===== src/rtl/bcd_to_bin_iter.sv =====
// bcd_to_bin_iter: iterative packed-BCD to binary converter, one digit per clock.
// Ports: clk, rst (sync, active-high); bcdIn/inValid/inReady operand handshake;
//        binOut/errOut/outValid/outReady result handshake (errOut flags a digit > 9).
module bcd_to_bin_iter #(
    parameter int DIGITS = 4,
    parameter int BIN_W  = 14
) (
    input  logic                clk,
    input  logic                rst,
    input  logic [4*DIGITS-1:0] bcdIn,
    input  logic                inValid,
    output logic                inReady,
    output logic [BIN_W-1:0]    binOut,
    output logic                errOut,
    output logic                outValid,
    input  logic                outReady
);
    localparam int CW = $clog2(DIGITS + 1);
    typedef enum logic [1:0] {IDLE, CONV, DONE} state_t;
    state_t              state;
    logic [4*DIGITS-1:0] sr;
    logic [BIN_W-1:0]    acc;
    logic [CW-1:0]       cnt;
    logic                err;
    logic [3:0]          d;
    assign d = sr[4*DIGITS-1 -: 4];
    always_ff @(posedge clk) begin
        if (rst) begin
            state    <= IDLE;
            sr       <= '0;
            acc      <= '0;
            cnt      <= '0;
            err      <= 1'b0;
            inReady  <= 1'b1;
            outValid <= 1'b0;
            binOut   <= '0;
            errOut   <= 1'b0;
        end else begin
            case (state)
                IDLE: if (inValid && inReady) begin
                    sr      <= bcdIn;
                    acc     <= '0;
                    cnt     <= '0;
                    err     <= 1'b0;
                    inReady <= 1'b0;
                    state   <= CONV;
                end
                CONV: begin
                    acc <= (acc << 3) + (acc << 1) + BIN_W'(d);
                    sr  <= sr << 4;
                    err <= err | (d > 4'd9);
                    cnt <= cnt + CW'(1);
                    if (cnt == CW'(DIGITS - 1)) state <= DONE;
                end
                // First DONE cycle loads the output registers; the result is
                // presented (outValid=1) from the following cycle until taken.
                DONE: if (!outValid) begin
                    outValid <= 1'b1;
                    errOut   <= err;
                    binOut   <= err ? '0 : acc;
                end else if (outReady) begin
                    outValid <= 1'b0;
                    inReady  <= 1'b1;
                    state    <= IDLE;
                end
                default: state <= IDLE;
            endcase
        end
    end
endmodule


===== config.mk =====
export PLATFORM = sky130hd
export DESIGN_NAME = bcd_to_bin_iter
export DESIGN_NICKNAME = d
export VERILOG_FILES = /design/src/rtl/bcd_to_bin_iter.sv
export SDC_FILE = /design/constraint.sdc
export NUM_CORES = 1
export LEC_CHECK = 0
export CAP_MARGIN = 20
export CORE_MARGIN = 3
export CORE_UTILIZATION = 35
export DETAILED_ROUTE_END_ITERATION = 8
export HOLD_SLACK_MARGIN = 0.05
export PLACE_DENSITY = 0.65
export SLEW_MARGIN = 20
export SYNTH_ARGS = -nofsm -noshare
export SYNTH_HDL_FRONTEND = slang
export SYNTH_SLANG_ARGS = --single-unit

===== constraint.sdc =====
create_clock -name clk -period 2.5 [get_ports clk]
set_input_delay 0.25 -clock clk [delete_from_list [all_inputs] [get_ports clk]]
set_output_delay 0.25 -clock clk [all_outputs]
set_load 0.05 [all_outputs]

==> results.toml <==
[placement]
gp_congestion = 0.927
port_buffers = 36
placed_cells = 444
dp_hpwl_mm = 4.38

[yosys]
synth_edf_count = 0
syn-cell-area_sq_um = 2700
synthCells = 318
ys_dominant_reg_cell = "dfxtp_1"
yosysMostFrequentCell = "dfxtp_1"
synth_cell_types = 36
synth_nets = 364
ys_seq_elements = 53
async_flop_share = 0
synth_common_cells = "dfxtp_1, nand2_1, nor2_1"
yosysWarnings = 0
synth_area_leaders = "dfxtp_1, ha_1, nand2_1, nor2_1, a21oi_1"
synth_top_area_frac = 0.394
ys_seq_area_frac = 0.394
synth_top_cell_by_area = "dfxtp_1"
synth.avg_cell_area_sq_um = 8.48

[hold_path]
hp-class = "flop to flop"

[global_routing]
grt_pass1_vias = 2196
grt_max_degree = 36
grt_pass1_wl_mm = 10.2
antenna_found_initial = 0
gr-total-overflow = 0
track_usage = 0.146

[detailed_routing]
drt_iter0_drc = 119
wl_met2_mm = 2.85
wl_met3_microns = 351
wl_per_cell_microns = 13.6
drtPass1Iterations = 4
postRouteAntennaNets = 0
vias = 2353
routed.top_layer = "met4"
wl_mm = 6.19
vias_per_cell = 5.17
wl_met1_mm = 2.92
drcViolationCount = 0

[timing]
maxSlewHeadroom = 0.667
finalClockSkew_ns = 0.0109
rsz0062_at_grt = "yes"
final_hold_viol_count = 0
worst_pin_slew_ns = 0.498
maxClockFrequency_ghz = 0.406
min_period_ns = 2.46
finalMaxSlewViolations = 0
setup_viol = 0
period_share = 0.986

[finish]
drive_gt1_frac = 0.107
utilization = 0.456
nets = 401
n_antenna_cell = 0
instances_no_fill = 455
syn2layout_area_growth_pct = 24.6

[pwr]
power_leakage_nw = 1.34
cellPowerDensity_nw_per_um2 = 521
peakVddDrop_mv = 0.252

[setup_path]
crit_fanout = 4
startpoint_type = "flop"
required_ns = 2.70
worstPathArrival_ns = 2.66
path_class = "flop to flop"
endpoint_kind = "flop"

[run]
cap_violations = 0

[clock_tree]
hold_buffers = 0
cts_root_buf = "clkbuf_8"
cts.reportedPaths.clkPinSlew_ns = 0.10
cts.sinks = 53
cts_buffers = 5
cts_tree = "built"
clock_path_buffers = 2
clk_latency_ns = 0.31
htreeDepth = 2

[die]
die_area_sq_um = 8790
core_area_sq_um = 7370
initial_utilization = 0.366
dieHeight_microns = 93.8
die_x_microns = 93.8
io_pins = 37
row_count = 31

[outcome]
outcome = "completed"
==> state kept, by name, indices dropped and copies added (netlist names) <==
signal / count
inReady: 1
cnt: 3
outValid: 1
err: 1
binOut: 14
sr: 16
acc: 14
errOut: 1
state: 2
==> stage by stage <==
| stage | hold slack [ns] | power [W] | TNS, ns | setup slack (ns) | area [sq um] |
|---|---|---|---|---|---|
| floorplan | 0.396 | 0.00107 | 0 | 0.117 | 2700 |
| global placement | 0.439 | 0.00115 | 0 | 0.0371 | 3180 |
| detailed placement | 0.444 | 0.00116 | -0.0535 | -0.0335 | 3180 |
| CTS | 0.455 | 0.00176 | 0 | 0.00156 | 3320 |
| global route | 0.481 | 0.00184 | -0.284 | -0.102 | 3360 |
| finish | 0.452 | 0.00175 | 0 | 0.0351 | 3360 |
==> power by group <==
group | total [W] | switching, W | internal (W)
clock | 0.000606 | 0.000281 | 0.000326
sequential | 0.000906 | 0.0000257 | 0.000881
combinational | 0.000235 | 0.000134 | 0.000102
total | 0.00175 | 0.000440 | 0.00131
==> cells in the final DEF, fill, tap and decap left out, types with 2 or more instances in the layout <==
cell type / count
a22oi_1: 11
a21oi_1: 29
o21a_1: 2
nand4_1: 3
a21o_1: 4
o21ai_0: 7
nand2_1: 45
a311oi_1: 11
clkdlybuf4s50_1: 36
nand3_1: 5
a32o_1: 4
dfxtp_1: 51
inv_1: 6
inv_2: 2
nor2_1: 40
or3_1: 7
nor2b_1: 3
clkbuf_8: 6
xnor2_1: 4
and2_1: 2
nor3_1: 4
o21ba_2: 2
nand3b_1: 13
ha_1: 23
buf_4: 12
nand2b_1: 3
a222oi_1: 2
fa_2: 2
dfxtp_2: 2
==> layout make-up <==
| class | instances | area, sq um |
|---|---|---|
| inverter | 8 | 30.0 |
| tap | 99 | 124 |
| clock inverter | 2 | 37.5 |
| multi-input combinational | 238 | 1560 |
| fill | 733 | 4010 |
| clock buffer | 6 | 82.6 |
| sequential | 53 | 1060 |
| timing repair buffer | 49 | 462 |
==> worst max-delay path: stages, from the launching register on <==
cell	delay (ns)
dfxtp_2	0.36
inv_2	0.05
fa_2	0.60
inv_2	0.06
ha_4	0.21
a21o_1	0.19
nand4_1	0.21
a21oi_1	0.11
or3_1	0.32
a32o_1	0.25
==> kinds of logic (layout without fill, tap and decap cells) <==
family                     Yosys count  after routing  share of synthesized area
xor gates and xnor gates             4              4                     0.0130
adders and majority gates           26             26                      0.126
and+or+nand+nor                    130            130                      0.226
buffers and inverters               27             65                     0.0381
DFF                                 53             53                      0.394
AOI/OAI and AO/OA                   78             78                      0.203
==> repair_timing <==
action                                  in CTS  in global routing
endpoints found under the setup margin       3                  7
resized for setup                            2                  8
pin swaps                                    5                  8
cloned                                       0                  0
buffers inserted                             2                  1
==> layer usage <==
| layer | up-vias | track usage |
|---|---|---|
| li1 | 1204 | - |
| met1 | 1080 | 0.191 |
| met2 | 61 | 0.237 |
| met3 | 8 | 0.0337 |
| met4 | 0 | 0.0445 |
| met5 | - | 0 |
==> path summary, 6_finish.rpt <==
kind | start | end | slack (ns) | cells past startpoint
hold reg to reg | binOut[5] | binOut[5] | 0.45 | 2
setup / recovery | acc[0] | acc[9] | 0.04 | 9
setup reg to reg | acc[0] | acc[9] | 0.04 | 9
hold / removal | binOut[5] | binOut[5] | 0.45 | 2
Power figures use the tool's default switching activity.
